### config.mk
export PLATFORM = sky130hd
export DESIGN_NAME = arb_rr_oht
export DESIGN_NICKNAME = d
export VERILOG_FILES = /design/src/rtl/arb_pkg.sv /design/src/rtl/oht2bin_base.sv /design/src/rtl/arb_rr_oht.sv
export SDC_FILE = /design/constraint.sdc
export NUM_CORES = 1
export LEC_CHECK = 0
export ABC_AREA = 0
export BUFFER_PORTS_ARGS = -buffer_cell sky130_fd_sc_hd__clkbuf_2
export CORE_MARGIN = 2
export CORE_UTILIZATION = 55
export DETAILED_ROUTE_END_ITERATION = 10
export GPL_TIMING_DRIVEN = 0
export PLACE_DENSITY = 0.81
export SLEW_MARGIN = 10
export SYNTH_ARGS = -nofsm -noshare
export SYNTH_HDL_FRONTEND = slang
export SYNTH_HIERARCHICAL = 1
export SYNTH_SLANG_ARGS = --single-unit
### constraint.sdc
create_clock -name clk -period 13 [get_ports clk]
set_clock_uncertainty 0.2 [all_clocks]
set_input_delay 1.3 -clock clk [delete_from_list [all_inputs] [get_ports clk]]
set_output_delay 1.3 -clock clk [all_outputs]
set_load 0.005 [all_outputs]
### src/rtl/arb_pkg.sv
// Shared constants and one-hot rotate helpers for the round-robin arbiter.
package arb_pkg;

  localparam DIR_LSB = "LSB";
  localparam DIR_MSB = "MSB";

  // The class is only a container that lets the rotate functions take a width parameter.
  virtual class oht_rot #(parameter int WIDTH = 2);
    static function logic [WIDTH-1:0] rotl_oht(input logic [WIDTH-1:0] x);
      return {x[WIDTH-2:0], x[WIDTH-1]};
    endfunction

    static function logic [WIDTH-1:0] rotr_oht(input logic [WIDTH-1:0] x);
      return {x[0], x[WIDTH-1:1]};
    endfunction
  endclass

endpackage

### src/rtl/oht2bin_base.sv
// One-hot to binary encoder; an all-zero input encodes to 0.
module oht2bin_base #(
  parameter int WIDTH          = 32,
  parameter int IMPLEMENTATION = 0,
  parameter     DIRECTION      = "LSB",
  localparam int WIDTH_LOG     = $clog2(WIDTH)
) (
  input  logic [WIDTH-1:0]     oht,
  output logic [WIDTH_LOG-1:0] bin
);
  import arb_pkg::*;

  if (IMPLEMENTATION == 0) begin : g_or
    // OR of the indices of every set bit: exact for one-hot, zero for zero.
    always_comb begin
      // NOTE: assigning a default before any conditional write keeps always_comb latch-free.
      bin = '0;
      for (int i = 0; i < WIDTH; i++) begin
        if (oht[i]) bin = bin | WIDTH_LOG'(i);
      end
    end
  end else begin : g_prio
    // Priority variant: for a non-one-hot input the first bit in DIRECTION order wins.
    always_comb begin
      bin = '0;
      if (DIRECTION == DIR_LSB) begin
        for (int i = WIDTH - 1; i >= 0; i--) begin
          if (oht[i]) bin = WIDTH_LOG'(i);
        end
      end else begin
        for (int i = 0; i < WIDTH; i++) begin
          if (oht[i]) bin = WIDTH_LOG'(i);
        end
      end
    end
  end

endmodule

### src/rtl/arb_rr_oht.sv
// Round-robin arbiter with a registered one-hot grant, binary index and valid/ready hold.
module arb_rr_oht
  import arb_pkg::*;
#(
  parameter int WIDTH      = 32,
  parameter     DIRECTION  = "LSB",
  localparam int WIDTH_LOG = $clog2(WIDTH)
) (
  input  logic                 clk,
  input  logic                 rst,
  input  logic [WIDTH-1:0]     req,
  output logic                 gnt_vld,
  input  logic                 gnt_rdy,
  output logic [WIDTH-1:0]     gnt_oht,
  output logic [WIDTH_LOG-1:0] gnt_bin
);

  if (WIDTH < 2) begin : g_bad_width
    $fatal(1, "arb_rr_oht: WIDTH must be >= 2");
  end
  if (DIRECTION != DIR_LSB && DIRECTION != DIR_MSB) begin : g_bad_dir
    $fatal(1, "arb_rr_oht: DIRECTION must be \"LSB\" or \"MSB\"");
  end

  localparam bit IS_LSB = (DIRECTION == DIR_LSB);
  localparam logic [WIDTH-1:0] PTR_RST = IS_LSB ? WIDTH'(1) : {1'b1, {(WIDTH - 1){1'b0}}};

  logic [WIDTH-1:0] ptr;
  logic [WIDTH-1:0] ptr_eff;
  logic [WIDTH-1:0] gnt_rot;
  logic [WIDTH-1:0] prio_mask;
  logic [WIDTH-1:0] masked;
  logic [WIDTH-1:0] arb;
  logic             transfer;
  logic             ld;

  function automatic logic [WIDTH-1:0] lowest(input logic [WIDTH-1:0] x);
    return x & (~x + WIDTH'(1));
  endfunction

  function automatic logic [WIDTH-1:0] reverse(input logic [WIDTH-1:0] x);
    logic [WIDTH-1:0] r;
    for (int i = 0; i < WIDTH; i++) r[i] = x[WIDTH-1-i];
    return r;
  endfunction

  function automatic logic [WIDTH-1:0] first_set(input logic [WIDTH-1:0] x);
    return IS_LSB ? lowest(x) : reverse(lowest(reverse(x)));
  endfunction

  assign transfer = gnt_vld && gnt_rdy;
  assign ld       = !gnt_vld || gnt_rdy;
  assign gnt_rot  = IS_LSB ? oht_rot#(WIDTH)::rotl_oht(gnt_oht)
                           : oht_rot#(WIDTH)::rotr_oht(gnt_oht);
  // The just-served requester drops to lowest priority in the same cycle it completes.
  assign ptr_eff  = transfer ? gnt_rot : ptr;

  // Masked pass covers the pointer up to the wrap point; the unmasked pass handles the wrap.
  always_comb begin
    prio_mask = IS_LSB ? ~(ptr_eff - WIDTH'(1)) : (ptr_eff | (ptr_eff - WIDTH'(1)));
    masked    = req & prio_mask;
    arb       = (|masked) ? first_set(masked) : first_set(req);
  end

  always_ff @(posedge clk or posedge rst) begin
    if (rst) begin
      gnt_vld <= 1'b0;
      gnt_oht <= '0;
      ptr     <= PTR_RST;
    end else begin
      // NOTE: non-blocking assignments so every register samples pre-edge values.
      if (ld) begin
        gnt_vld <= |req;
        gnt_oht <= arb;
      end
      if (transfer) ptr <= gnt_rot;
    end
  end

  oht2bin_base #(
    .WIDTH         (WIDTH),
    .IMPLEMENTATION(0),
    .DIRECTION     (DIRECTION)
  ) u_oht2bin (
    .oht(gnt_oht),
    .bin(gnt_bin)
  );

endmodule
; ---- Word level (Yosys, flattened, before mapping)
; Index checks and enable logic that the tools add are counted.
[op_classes]
add_sub_neg = 3
mul = 0
div_mod_pow = 0
magnitude_cmp = 0
n_eq_ne = 0
shift = 0
mux = 33
bitwise = 6
n_reduce_logical = 5
[ops]
columns = op, n
row1 = AND 32 bit, 3
row2 = NOT 32 bit, 3
row3 = two-way mux 5 bit, 16
row4 = adder 32 x 1 -> 32 bit (second input constant), 2
row5 = two-way mux 32 bit, 2
row6 = OR reduction 32 bit, 2
row7 = two-way mux 4 bit, 8
row8 = subtractor 32 x 1 -> 32 bit (second input constant), 1
row9 = two-way mux 3 bit, 4
row10 = two-way mux 2 bit, 2
row11 = logical AND 1 bit, 1
row12 = zero test 1 bit, 1
row13 = logical OR 1 bit, 1
row14 = two-way mux 1 bit, 1
[totals]
ff_bits = 65
latchBits = 0
mem_bits_rw = 0
rom_bits = 0
out_inout_bits = 38
n_memories = 0

; ---- Logic depth before layout (Yosys ltp)
[depth]
word_depth = 31
depth_mapped = 19
ltp_nobuf = 13

; ---- Modules after synthesis
; Netlist, hierarchy kept.
[modules_own_cells]
columns = mod, n_inst, cells_per_inst, area_each_um2, seq_area_each_um2
row1 = arb_rr_oht, 1, 528, 4478.0, 1627.8
row2 = oht2bin_base, 1, 24, 137.6, 0.0

; ---- Least setup slack after synthesis
; No wires, ideal clock.
[synth_path]
kind = input -> register
startpoint = input port gnt_rdy
endpoint = register gnt_oht[26]
t_arrival_ns = 5.249
required_ns = 12.674
path_slack_ns = 7.424
path_stages = 19
cell_sequence = buf_2 > nand2_1 > buf_2 > buf_1 > buf_1 > mux2i_1 > ha_1 > inv_1 > a211oi_1 > nand2_1 > or4_1 > a21oi_1 > a221oi_1 > and4_1 > buf_2 > and4_1 > buf_4 > a32oi_1 > o21ai_1
[synth_between]
elab_chain_cells = 9
[synth_lines]
columns = element, line
row1 = "start, declared", arb_rr_oht.sv:13  ; input logic gnt_rdy,
row2 = logical AND 1 bit, arb_rr_oht.sv:51  ; assign transfer = gnt_vld && gnt_rdy;
row3 = two-way mux 32 bit, --
row4 = subtractor 32 x 1 -> 32 bit, --
row5 = NOT 32 bit, arb_rr_oht.sv:60  ; prio_mask = IS_LSB ? ~(ptr_eff - WIDTH'(1)) : (ptr_eff | (ptr_eff - WIDTH'(1)));
row6 = AND 32 bit, arb_rr_oht.sv:61  ; masked = req & prio_mask;
row7 = NOT 32 bit, arb_rr_oht.sv:38  ; return x & (~x + WIDTH'(1));
row8 = adder 32 x 1 -> 32 bit, arb_rr_oht.sv:38
row9 = AND 32 bit, arb_rr_oht.sv:38
row10 = two-way mux 32 bit, arb_rr_oht.sv:62  ; arb = (|masked) ? first_set(masked) : first_set(req);
row11 = "end signal, assigned", arb_rr_oht.sv:74  ; gnt_oht <= arb;
row12 = "end, declared", arb_rr_oht.sv:14  ; output logic [WIDTH-1:0] gnt_oht,
; Several ways; a longest one is shown, not always the timed one.
; A chain may end at the register's enable or synchronous reset.

; ---- Worst setup path in the final report
[layout_path]
startpoint = input port gnt_rdy
endpoint = register gnt_oht[31]
; The elaborated chain is that of the path after synthesis.

==> results.sh <==
export IMPL_status="complete, no violations"
export IMPL_first_iter_violations=517
export IMPL_hold_violations=0
export IMPL_avgSynthCellArea_um2=8.36
export IMPL_reg2reg_from="gnt_vld"
export IMPL_cts_tree="yes"
export IMPL_synthTopCellsByArea="dfrtp_1 35%, nand2_1 7.4%, mux2i_1 3.3%, a211o_1 3.2%, a22oi_1 2.6%"
export IMPL_cts_resized=0
export IMPL_cap_violations=0
export IMPL_crit_path_end="gnt_oht[31]"
export IMPL_first_global_vias=4689
export IMPL_viasPerCell=6.72
export IMPL_finalNonFillerCells=745
export IMPL_min_period_ps=7020
export IMPL_yosysMostFrequentCell="nand2_1"
export IMPL_power_density_nw_per_um2=98.3
export IMPL_netlist_top_cells_count="91 x nand2_1, 64 x dfrtp_1, 30 x inv_1"
export IMPL_power_mw=0.523
export IMPL_fin_area_um2=5330
export IMPL_clk_latency_ps=360
export IMPL_cts_buffers=9
export IMPL_synth_fp_nets=588
export IMPL_gp_congestion=0.991
export IMPL_htreeDepth=3
export IMPL_tightest_slew_ps=1040
export IMPL_placed_area_um2=5130
export IMPL_startpoint_type="input port"
export IMPL_ff2ff_setup_slack_ps=6560
export IMPL_cp_arrival_ps=7080
export IMPL_clk_pin_slew_worst_paths_ps=70
export IMPL_yosys_area_top_type="dfrtp_1"
export IMPL_cts_max_path_buffers=2
export IMPL_synth_seq_cells=65
export IMPL_postCtsHoldBufs=0
export IMPL_cts_sinks=65
export IMPL_vias=5003
export IMPL_worstHoldPathCells=2
export IMPL_path_class="input port to flip-flop"
export IMPL_hold_class="flip-flop to flip-flop"
export IMPL_end_kind="flip-flop"
export IMPL_p_leak_nw=2.73
export IMPL_grt_usage=0.363
export IMPL_io_buffers=72
export IMPL_n_antenna_cell=0
export IMPL_drc=0
export IMPL_report_final_slew_viol_count=0
export IMPL_start_util=0.565
export IMPL_critPathRequiredTime_ps=13060
export IMPL_grt_max_degree=38
export IMPL_drt_wl_total_um=15900
export IMPL_synth_edff_count=0
export IMPL_rsz0062_at_grt="no"
export IMPL_rows=33
export IMPL_die_y_um=95.6
export IMPL_tns_ps=0
export IMPL_dieArea_um2=9140
export IMPL_setup_viol=0
export IMPL_core_area_um2=8180
export IMPL_rr_worst_depth=17
export IMPL_synth_async_reset_ratio=1.00
export IMPL_antenna_found_initial=0
export IMPL_syn_to_final_growth_pct=15.4
export IMPL_cp_max_fo=10
export IMPL_max_freq_ghz=0.142
export IMPL_crit_start="gnt_rdy"
export IMPL_dr_pass1_iters=6
export IMPL_clock_root_buffer="clkbuf_8"
export IMPL_post_cts_buffers=0
export IMPL_yosysWarnings=6
export IMPL_min_period_over_period=0.540
export IMPL_wl_per_cell_um=21.4
export IMPL_io_pins=73
export IMPL_netlist_area_um2=4620
export IMPL_place_inst=730
export IMPL_drive_above_1_share=0.186
export IMPL_nNetsFinal=672
export IMPL_synth_cells=552
export IMPL_peakVddDrop_uv=68.6
export IMPL_dp_hpwl_um=11900
export IMPL_synth_top_area_frac=0.347
export IMPL_synthDistinctLibCells=62
export IMPL_die_width_um=95.6
export IMPL_grt_overflow_total=0
export IMPL_whs_ps=307
export IMPL_grt_pass1_wl_um=24800
export IMPL_synthFlopType="dfrtp_1"
export IMPL_rr_endpoint="gnt_oht[31]"
export IMPL_postRouteAntennaNets=0
export IMPL_relSlewSlack=0.302
export IMPL_seq_area_frac_synth=0.353
## critical path: stages
cell and delay (ps):
clkbuf_2 170, buf_2 220, nand2_1 130, buf_2 290, buf_1 530, buf_1 540
mux2i_1 320, ha_1 240, inv_1 90, a211oi_1 800, nand4_1 290, mux2i_1 210
a221o_1 310, nor4_4 330, and3_1 320, and3_1 310, nand2_1 330, o31ai_1 330
## worst min-delay path by stage
| stage | from | to | slack [ps] |
|---|---|---|---|
| floorplan | ptr[31] | ptr[31] | 260 |
| global placement | ptr[31] | ptr[31] | 280 |
| detailed placement | ptr[31] | ptr[31] | 290 |
| CTS | ptr[31] | ptr[31] | 310 |
| global route | ptr[31] | ptr[31] | 350 |
| finish | ptr[31] | ptr[31] | 310 |
## cell usage in the layout (no fill, tap or decap), types with 4 or more instances in the layout
master    instances
and2_1            8
nand3_1          23
xor2_1            5
mux2i_1          15
o21ai_0          23
and3_1           11
o31ai_1          11
a211o_1          17
nand3b_1          4
buf_2            10
a21oi_1          18
xnor2_1          12
nand2_1          91
nor4b_1           4
clkbuf_2         72
inv_1            29
dfrtp_1          64
o21a_1            5
or4_1             6
nor3_1           21
nand4_1          12
or4bb_1          10
nor2b_1           4
a22oi_1          16
nor4_1           15
a32oi_1           6
mux2_2            5
a211oi_1          7
nor2_1           25
clkbuf_1         11
a31oi_1           6
clkbuf_8         11
nor4bb_1          4
## sequential cells by signal, summed over array words and instances, names as in the netlist
register and cells:
gnt_oht 32, ptr 32, gnt_vld 1
## logic make-up (layout without fill, tap and decap cells)
family,Yosys count,in the layout,share of synthesized area
simple gates,261,261,0.311
flops,65,65,0.353
mux,20,20,0.0447
fa+ha+maj,1,1,0.00271
compound gates,133,133,0.207
buf+inv,55,143,0.0491
xor+xnor,17,17,0.0323
## per-layer routing
layer  global-route usage  vias to the layer above  share of wire
li1                     -                     2246              -
met1                0.492                     2421           0.42
met2                0.558                      284           0.45
met3               0.0538                       52          0.084
met4                0.195                        0          0.044
met5                    0                        -              0
## per-stage QoR
step	worst slack, ps	util
2_1_floorplan	7420	-
4_1_cts	6180	0.651
3_5_place_dp	5810	0.627
5_1_grt	5670	0.651
6_report	5980	0.651
3_3_place_gp	5870	0.625
## power by group
part | internal (mW) | total (mW) | switching [mW]
Combinational | 0.0470 | 0.123 | 0.0758
Clock | 0.0975 | 0.180 | 0.0823
Sequential | 0.210 | 0.221 | 0.0108
## cell type report
cell class | count | area (µm²)
sequential | 65 | 1630
buffer | 25 | 114
timing repair buffer | 73 | 380
clock buffer | 12 | 155
tap | 105 | 131
multi-input combinational | 432 | 2760
inverter | 30 | 115
clock inverter | 3 | 40.0
fill | 706 | 2850
Note: power is estimated with default switching activity, not from simulation.
